`src/rtl/serial_complementer.sv`:
```
// Digit-serial two's-complement unit: pass, ones' complement, negate, absolute value.
// Consumes DIGIT bits per cycle, LSB first, and signals overflow for the most negative operand.
// Optional feature macro: COMP_SATURATE_EN (overflow cases return the most positive value).
module serial_complementer #(
    parameter int unsigned WIDTH = 16,
    parameter int unsigned DIGIT = 4
) (
    input  logic             clk,
    input  logic             reset,
    input  logic             inValid,
    output logic             inReady,
    input  logic [1:0]       mode,
    input  logic [WIDTH-1:0] dataIn,
    output logic             outValid,
    input  logic             outReady,
    output logic [WIDTH-1:0] dataOut,
    output logic             overflow
);

    localparam int unsigned N     = WIDTH / DIGIT;
    localparam int unsigned CNT_W = (N > 1) ? $clog2(N) : 1;

    // Reject geometries the digit-serial datapath cannot handle
    if ((WIDTH < 2) || (DIGIT == 0) || ((WIDTH % DIGIT) != 0)) begin : g_bad_params
        $error("serial_complementer: WIDTH must be >= 2 and a multiple of DIGIT");
    end

    typedef enum logic [1:0] {
        IDLE = 2'd0,
        RUN  = 2'd1,
        DONE = 2'd2
    } state_t;

    localparam logic [WIDTH-1:0] MOST_NEG = {1'b1, {(WIDTH-1){1'b0}}};
`ifdef COMP_SATURATE_EN
    localparam logic [WIDTH-1:0] MOST_POS = {1'b0, {(WIDTH-1){1'b1}}};
`endif

    state_t             state_q, state_d;
    logic [WIDTH-1:0]   op_q, op_d;
    logic [WIDTH-1:0]   res_q, res_d;
    logic [CNT_W-1:0]   cnt_q, cnt_d;
    logic               inv_q, inv_d;
    logic               carry_q, carry_d;
    logic               ovf_q, ovf_d;
    logic               in_ready_q, in_ready_d;
    logic               out_valid_q, out_valid_d;
    logic [WIDTH-1:0]   data_out_q, data_out_d;
    logic               overflow_q, overflow_d;

    logic [DIGIT-1:0]   digit_c;
    logic               carry_out_c;
    logic [WIDTH-1:0]   res_next_c;
    logic               msb_c;

    // Datapath for one digit and next-state / output decisions
    always_comb begin
        state_d     = state_q;
        op_d        = op_q;
        res_d       = res_q;
        cnt_d       = cnt_q;
        inv_d       = inv_q;
        carry_d     = carry_q;
        ovf_d       = ovf_q;
        in_ready_d  = in_ready_q;
        out_valid_d = out_valid_q;
        data_out_d  = data_out_q;
        overflow_d  = overflow_q;

        msb_c = dataIn[WIDTH-1];
        {carry_out_c, digit_c} = {1'b0, op_q[DIGIT-1:0] ^ {DIGIT{inv_q}}} + (DIGIT+1)'(carry_q);
        // New digit enters from the MSB side; after N digits the result is aligned
        res_next_c = (res_q >> DIGIT) | (WIDTH'(digit_c) << (WIDTH - DIGIT));

        case (state_q)
            IDLE: begin
                if (inValid) begin
                    op_d       = dataIn;
                    res_d      = '0;
                    cnt_d      = '0;
                    inv_d      = (mode == 2'b11) ? msb_c : (mode[0] | mode[1]);
                    carry_d    = (mode == 2'b10) || ((mode == 2'b11) && msb_c);
                    ovf_d      = mode[1] && (dataIn == MOST_NEG);
                    in_ready_d = 1'b0;
                    state_d    = RUN;
                end
            end
            RUN: begin
                op_d    = op_q >> DIGIT;
                res_d   = res_next_c;
                carry_d = carry_out_c;
                cnt_d   = cnt_q + CNT_W'(1);
                if (cnt_q == CNT_W'(N - 1)) begin
`ifdef COMP_SATURATE_EN
                    data_out_d = ovf_q ? MOST_POS : res_next_c;
`else
                    data_out_d = res_next_c;
`endif
                    overflow_d  = ovf_q;
                    out_valid_d = 1'b1;
                    state_d     = DONE;
                end
            end
            DONE: begin
                if (outReady) begin
                    out_valid_d = 1'b0;
                    in_ready_d  = 1'b1;
                    state_d     = IDLE;
                end
            end
            default: begin
                out_valid_d = 1'b0;
                in_ready_d  = 1'b1;
                state_d     = IDLE;
            end
        endcase
    end

    // State and registered outputs; reset aborts any operation in flight
    always_ff @(posedge clk or posedge reset) begin
        if (reset) begin
            state_q     <= IDLE;
            op_q        <= '0;
            res_q       <= '0;
            cnt_q       <= '0;
            inv_q       <= 1'b0;
            carry_q     <= 1'b0;
            ovf_q       <= 1'b0;
            in_ready_q  <= 1'b1;
            out_valid_q <= 1'b0;
            data_out_q  <= '0;
            overflow_q  <= 1'b0;
        end else begin
            state_q     <= state_d;
            op_q        <= op_d;
            res_q       <= res_d;
            cnt_q       <= cnt_d;
            inv_q       <= inv_d;
            carry_q     <= carry_d;
            ovf_q       <= ovf_d;
            in_ready_q  <= in_ready_d;
            out_valid_q <= out_valid_d;
            data_out_q  <= data_out_d;
            overflow_q  <= overflow_d;
        end
    end

    assign inReady  = in_ready_q;
    assign outValid = out_valid_q;
    assign dataOut  = data_out_q;
    assign overflow = overflow_q;

endmodule
```
`config.mk`:
```
export PLATFORM = sky130hd
export DESIGN_NAME = serial_complementer
export DESIGN_NICKNAME = d
export VERILOG_FILES = /design/src/rtl/serial_complementer.sv
export SDC_FILE = /design/constraint.sdc
export NUM_CORES = 1
export LEC_CHECK = 0
export ABC_AREA = 1
export CELL_PAD_IN_SITES_DETAIL_PLACEMENT = 0
export CELL_PAD_IN_SITES_GLOBAL_PLACEMENT = 1
export CORE_MARGIN = 10
export CORE_UTILIZATION = 40
export DETAILED_ROUTE_END_ITERATION = 16
export GPL_ROUTABILITY_DRIVEN = 0
export PLACE_DENSITY_LB_ADDON = 0.15
export SYNTH_ARGS = -nofsm -noshare
export SYNTH_HDL_FRONTEND = slang
export SYNTH_SLANG_ARGS = --single-unit
```
`constraint.sdc`:
```
create_clock -name clk -period 1.9 [get_ports clk]
set_input_delay 0.19 -clock clk [delete_from_list [all_inputs] [get_ports clk]]
set_output_delay 0.19 -clock clk [all_outputs]
set_load 0.02 [all_outputs]
```
==> out/summary.md, run 1 <==
The floorplan has 28 rows. The startpoint identified for the worst register-to-register timing path is inv_q. The total of endpoints with negative setup slack in the final report was 0. For the register-to-register path setup slack, the log shows 380 ps. By startpoint and endpoint, the worst setup path is classified as register to output port. STA classifies the critical path endpoint as an output port.

Post-layout minimum cycle time: 1630 ps. The wire length per cell was 13.9 um; the synthesis-to-layout area growth was 21.8%. The Yosys step of the flow raised 0 warnings. On the final layout, the worst clock skew is 6.69 ps. The number of instances in the synthesized netlist is 253, and the antenna violation net count after detailed routing is 0. In this run the critical register-to-register path is captured at dataOut[14]. Cell with the largest stage delay on the worst path: sky130_fd_sc_hd__clkdlybuf4s50_1. Floorplan core area: 5890 um^2.

Buffers added to address setup during post-CTS repair amount to 0. In the routed design, unresolved DRC markers number 0. The run finished with clean final reports. The total number of nets in the final design is 319, and the post-cts gate resize count is 0. After synthesis, the netlist uses 27 different library cells. The floorplan step set the die width to 97.8 um.

After detailed routing, the number of vias per cell comes to 4.90. Number of antenna violations at the first check in global routing: 0. The starting DRC count in detailed routing is 55, and the number of search-and-repair iterations in the first detailed-routing pass is 4.

The most critical setup path has its startpoint at inReady. In this run the power density over the cells is 1620 nW/um^2. Number of buffer and inverter instances along the worst setup path: 1.

At the later pin of the worst-skew pair, clock insertion delay measures 300 ps. The number of hold buffers added after CTS was 0. The total number of vias is 1812.

The min-delay analysis places its worst path in the category input port to asynchronous set/reset pin. The number of endpoints with negative hold slack in the final report was 0. The first-pass GRT wire length is 8.95 mm. The critical path depth in cells came out at 1.

The share of cells above drive strength 1 is 13.2%, and the max capacitance violation total is 0. After filler insertion, the fill cell instance count of the layout stands at 580. The logs give 1350 um^2 for the area of all sequential standard cells and 1440 ps for the worst path arrival time. The I/O pin count came out at 41. The post-synth design cell area was 2420 um^2. In the final layout, the multi-input gates occupy 860 um^2. The leakage power of the design is 1.37 nW. The count of buffers from port buffering came out at 40.

For the count of antenna diodes in the layout, the log shows 0. For this run, the slowest stage of the critical path takes 600 ps. After clock tree synthesis, the clock-pin slew on the worst setup and hold paths is 90 ps. TritonCTS built the clock tree. The highest net fanout along the worst path works out to 2. The period utilization is 85.6%, and the die area is 9560 um^2. Global routing consumed, over all layers together, 11.0% of the routing resources. Achievable clock frequency: 615 MHz. The tools report the buffer cell driving the clock tree root as sky130_fd_sc_hd__clkbuf_8.

The HPWL after detailed placement came out at 3.75 mm. H-tree depth: 2. STA classifies the critical path startpoint as a register. The total negative setup slack was 0 ps; the sum of overflow across all layers after global routing was 0.

Hold timing on the final database bottoms out at a slack of 193 ps. At the worst endpoint, the required time is 1710 ps. The critical path's top delay family was buffers and inverters. The number of sinks driven by the clock tree is 54, and the y dimension of the die is 97.8 um. The slew at the pin closest to its max-slew limit is 405 ps, and the worst-case vdd ir drop is 0.000592 V.

The part of the Yosys area used for sequential elements was 55.9%. Measured against its own limit, the worst slew margin works out to 73.0%. Traced cell by cell, the critical path runs through clkdlybuf4s50_1.

The number of clock buffers added by TritonCTS is 5. The number of cells on the worst reg-to-reg path is 6. The via count of the first global-routing pass was 1832. The final max-slew violation count was 0. The routed design has 5.16 mm of wire. Setup repair after global routing left no endpoint under its margin. Once the floorplan was initialized, standard cells occupied 41.1% of the core. The clock passes through at most 2 buffers. The run gives 278 as the post-synth net total. Entering global routing, the biggest net connects 39 pins. The tools report the capture point of the critical path as inReady.

The post-synthesis register bit count came out at 54. Averaged over all synthesized cells, the footprint is 9.56 um^2.
[synth_stat cells]
| library cell | n | area share [%] |
|---|---|---|
| sky130_fd_sc_hd__xor2_1 | 2 | 0.72 |
| sky130_fd_sc_hd__nand3_1 | 6 | 1.2 |
| sky130_fd_sc_hd__inv_2 | 2 | 0.31 |
| sky130_fd_sc_hd__ha_1 | 3 | 1.6 |
| sky130_fd_sc_hd__a21oi_1 | 11 | 2.3 |
| sky130_fd_sc_hd__o22ai_1 | 11 | 2.8 |
| sky130_fd_sc_hd__buf_6 | 5 | 2.3 |
| sky130_fd_sc_hd__buf_4 | 1 | 0.31 |
| sky130_fd_sc_hd__nand2_2 | 3 | 0.78 |
| sky130_fd_sc_hd__buf_12 | 1 | 0.83 |
| sky130_fd_sc_hd__a22o_1 | 2 | 0.72 |
| sky130_fd_sc_hd__nor2_2 | 1 | 0.26 |
| sky130_fd_sc_hd__nor2_1 | 20 | 3.1 |
| sky130_fd_sc_hd__inv_4 | 2 | 0.52 |
| sky130_fd_sc_hd__nand4_1 | 2 | 0.52 |
| sky130_fd_sc_hd__inv_1 | 25 | 3.9 |
| sky130_fd_sc_hd__buf_2 | 2 | 0.41 |
| sky130_fd_sc_hd__a22oi_1 | 2 | 0.62 |
| sky130_fd_sc_hd__nand2_1 | 58 | 9.0 |
| sky130_fd_sc_hd__nor2_4 | 1 | 0.47 |
| sky130_fd_sc_hd__dfstp_2 | 1 | 1.1 |
| sky130_fd_sc_hd__dfrtp_1 | 53 | 55 |
| sky130_fd_sc_hd__nand3b_1 | 1 | 0.31 |
| sky130_fd_sc_hd__o21ai_2 | 14 | 5.1 |
| sky130_fd_sc_hd__nand2_4 | 3 | 1.4 |
| sky130_fd_sc_hd__o211ai_2 | 1 | 0.52 |
| sky130_fd_sc_hd__o21ai_0 | 20 | 4.1 |
[per-layer routing]
layer	vias up	routed length (um)	GRT usage [%]
met5	-	0	0
met4	0	102	3.91
met3	9	280	3.52
met2	47	2430	17.3
met1	853	2350	13.8
li1	903	-	-
[how the worst min path moves through the flow]
| stage | start | endpoint | slack, ps | cells past startpoint |
|---|---|---|---|---|
| detailed placement | inReady | inReady | 460 | 2 |
| floorplan | dataIn[15] | op_q[15] | 320 | 2 |
| finish | reset | overflow | 190 | 2 |
| global placement | overflow | overflow | 450 | 2 |
| global route | reset | state_q[1] | 220 | 2 |
| CTS | reset | dataOut[1] | 210 | 2 |
[report_power, final]
group          switching (mW)  internal, mW
Sequential              0.265          1.64
Clock                   0.357         0.295
Combinational            1.34         0.874
Total                    1.97          2.81
[kinds of logic after synthesis]
| kind of cell | after synthesis | share of synthesized area (%) |
|---|---|---|
| buffers and inverters | 38 | 8.58 |
| AND/OR/NAND/NOR | 95 | 17.1 |
| XOR/XNOR | 2 | 0.724 |
| adder cells (fa/ha/maj) | 3 | 1.55 |
| flip-flops | 54 | 55.9 |
| AO/OA/AOI/OAI | 61 | 16.2 |
[cell usage in the layout (no fill, tap or decap), drive strengths merged, types with 3 or more instances in the layout]
cell	count
a21oi	11
buf	3
clkbuf	7
clkdlybuf4s50	40
dfrtp	53
ha	3
inv	29
nand2	64
nand3	6
nor2	22
o21ai	34
o22ai	11
[cell type report]
type / instances / area share, %
repair buffers: 43 / 14.8
clock inverters: 1 / 0.170
flip-flops and latches: 54 / 45.9
clock buffers: 7 / 2.93
well taps: 75 / 3.18
multi-input cells: 161 / 29.2
inverters: 29 / 3.86
[sequential cells by signal, indices dropped and copies added (netlist names)]
register / cells
cnt_q: 2
state_q: 2
outValid: 1
carry_q: 1
inv_q: 1
res_q: 12
op_q: 16
dataOut: 16
ovf_q: 1
inReady: 1
overflow: 1
[metrics by stage]
step                instance area (um^2)  util [%]  std cells  power, mW  worst slack, ps
floorplan                           2420         -        253       3.53              397
global placement                    2860      48.5        362       4.15              435
detailed placement                  2860      48.5        362       4.18              392
CTS                                 2950      50.1        370       4.84              257
global route                        2950      50.1        370       5.21              229
finish                              2950      50.1        370       4.77              274
Power figures use the tool's default switching activity.
==> run 2: changes to the inputs <==
--- a/config.mk
+++ b/config.mk
@@ -8,6 +8,7 @@
 export ABC_AREA = 1
 export CELL_PAD_IN_SITES_DETAIL_PLACEMENT = 0
 export CELL_PAD_IN_SITES_GLOBAL_PLACEMENT = 1
+export CORE_ASPECT_RATIO = 1.75
 export CORE_MARGIN = 10
 export CORE_UTILIZATION = 40
 export DETAILED_ROUTE_END_ITERATION = 16
==> out/summary.md, run 2 (synthesis results as in run 1) <==
The run finished with clean final reports. The y dimension of the die was 123 um; the power density over the cells was 1640 nW/um^2. The number of placed cells counting well taps was 365; the post-placement setup slack was 347 ps. The most frequent standard cell in the layout excluding fill and tap cells is sky130_fd_sc_hd__nand2_1. Along the worst path, the maximum fanout reaches 2. For the relative slew slack, the log shows 73.8%. Compared with the post-synthesis result, the final layout area differs by 22.7%. For the number of rows in the core area, the log shows 37.

After detailed routing, the number of vias per cell comes to 4.78. For the post-cts hold buffer count, the log shows 0. The routed design uses 231 um of met3 wire.

Number of buffer and inverter instances along the worst setup path: 1. The multi-input combinational cells in the finished layout cover a total of 860 um^2. For this run, the total global-route usage over all layers was measured as 11.3%. The via count of the first global-routing pass came out at 1817. Cell with the largest stage delay on the worst path: sky130_fd_sc_hd__clkdlybuf4s50_1. IR analysis of the VDD net gives a maximum drop of 0.000670 V.

The smallest clock period supported by the final layout is computed as 1630 ps. Registers take 1350 um^2. In this run, the number of DRC markers left after iteration 0 of detailed routing was 78. The worst path required time came out at 1710 ps. Across all layers, the routed design uses 1783 vias. The total of endpoints with negative setup slack in the final report was 0; the count of unresolved DRC violations after routing was 0. The final max-slew violation count is 0. STA classifies the critical path startpoint as a register.

The number of antenna diodes in the final layout is 0. The run gives 1.37 nW as the leakage power of the design. Wires add up to 5.19 mm.

The finished layout holds 373 standard cells, fillers aside. After detailed placement, the total cell area comes to 2860 um^2. The tools report the buffer cell driving the clock tree root as sky130_fd_sc_hd__clkbuf_8. The top metal layer carrying routed signals is met4.

The critical path is of the register to output port type. Entering global routing, the biggest net connects 55 pins. TritonCTS built the clock tree. The die span in x works out to 78.8 um. In this run the deepest clock path goes through 2 buffers. The clock skew after layout came out at 5.10 ps. Summed over all nets, wire length on met2 after detailed routing comes to 2.78 mm. STA classifies the critical path endpoint as an output port.

The post-CTS setup buffer count is 0. The filler cells instantiated in the layout total 580. The sum of overflow across all layers after global routing was 0; the period utilization was 85.9%. The total negative setup slack was 0 ps. On the worst path, the slowest cell contributes a delay of 600 ps.

The HPWL after detailed placement is 4.01 mm. For the number of endpoints with negative hold slack in the final report, the log shows 0. For the pin with the worst max-slew slack, the measured transition is 393 ps. The path category of the worst min-delay check was input port to asynchronous set/reset pin. In the layout the commonest cells are sky130_fd_sc_hd__nand2_1, sky130_fd_sc_hd__dfrtp_1, sky130_fd_sc_hd__clkdlybuf4s50_1. Share of cells above drive strength 1: 13.2%. Effective utilization at floorplan: 41.2%. The achievable clock frequency is 613 MHz, and the wire length per cell is 13.9 um. The number of antenna violations at the first check in global routing was 0. Traced cell by cell, the critical path runs through clkdlybuf4s50_1.

The worst path arrival time is 1440 ps, and the floorplan core area is 5880 um^2. Gates resized during post-CTS repair numbered 0. For the worst-skew pair, the clock arrives at the later sink with an insertion delay of 300 ps. The tool flagged a number of max-cap violations equal to 0.

The first TritonRoute pass finished after 4 iterations. After clock tree synthesis, the clock-pin slew on the worst setup and hold paths is 90 ps. Critical path's top delay family: buffers and inverters. The total number of nets in the final design was 319; the first-pass GRT wire length was 8.82 mm. Counting the buffers created by CTS gives 5. The tools report the tightest hold margin as 242 ps. The count of buffers added on input and output ports is 40.

Setup repair after global routing left no endpoint under its margin. The H-tree depth was 2; the design area was 2970 um^2. Pin placement for this block handled 41 I/O pins.

The tools report the die area as 9680 um^2. The logs give 268 ps for the slack of the critical path and 2.11 mm for the wire length the detailed router placed on met1. The clock drives 54 sinks. The tools report the antenna violation net count after detailed routing as 0.
-- run 2: stage by stage --
step | util (%) | total power [mW]
finish | 50.5 | 4.88
global route | 50.5 | 5.30
CTS | 50.5 | 4.97
detailed placement | 48.6 | 4.20
global placement | 48.6 | 4.16
floorplan | - | 3.53
-- run 2: worst paths after layout --
kind / endpoint / slack (ps) / start / cells after the start
max: inReady / 270 / inReady / 1
max in group asynchronous: inReady / 1370 / reset / 3
min in group clk: op_q[14] / 470 / dataIn[14] / 3
min: dataOut[3] / 240 / reset / 3
max reg2reg: dataOut[14] / 350 / inv_q / 6
min reg2reg: cnt_q[0] / 480 / cnt_q[0] / 1
-- run 2: where the power goes --
| group | switching [mW] | internal, mW | total [mW] |
|---|---|---|---|
| Clock | 0.356 | 0.393 | 0.749 |
| Sequential | 0.269 | 1.64 | 1.91 |
| Combinational | 1.35 | 0.873 | 2.22 |
| Total | 1.98 | 2.90 | 4.88 |
-- run 2: routing by layer --
| layer | global-route usage [%] | vias to the layer above |
|---|---|---|
| met5 | 0 | - |
| met4 | 4.05 | 0 |
| met3 | 3.05 | 5 |
| met2 | 20.6 | 37 |
| met1 | 12.3 | 835 |
| li1 | - | 906 |
-- run 2: layout make-up --
| cell class | instances | share of cell area [%] |
|---|---|---|
| Multi-Input combinational cell | 161 | 29.0 |
| Sequential cell | 54 | 45.6 |
| Inverter | 29 | 3.83 |
| Clock inverter | 2 | 1.26 |
| Timing Repair Buffer | 43 | 14.7 |
| Clock buffer | 6 | 2.44 |
| Tap cell | 78 | 3.29 |
==> run 3: changes to the inputs <==
--- a/config.mk
+++ b/config.mk
@@ -13,6 +13,7 @@
 export CORE_UTILIZATION = 40
 export DETAILED_ROUTE_END_ITERATION = 16
 export GPL_ROUTABILITY_DRIVEN = 0
+export HOLD_SLACK_MARGIN = 0.15
 export PLACE_DENSITY_LB_ADDON = 0.15
 export SYNTH_ARGS = -nofsm -noshare
 export SYNTH_HDL_FRONTEND = slang
==> results of run 3 <==
The final DEF is identical to that of run 2; final timing and power are the same.
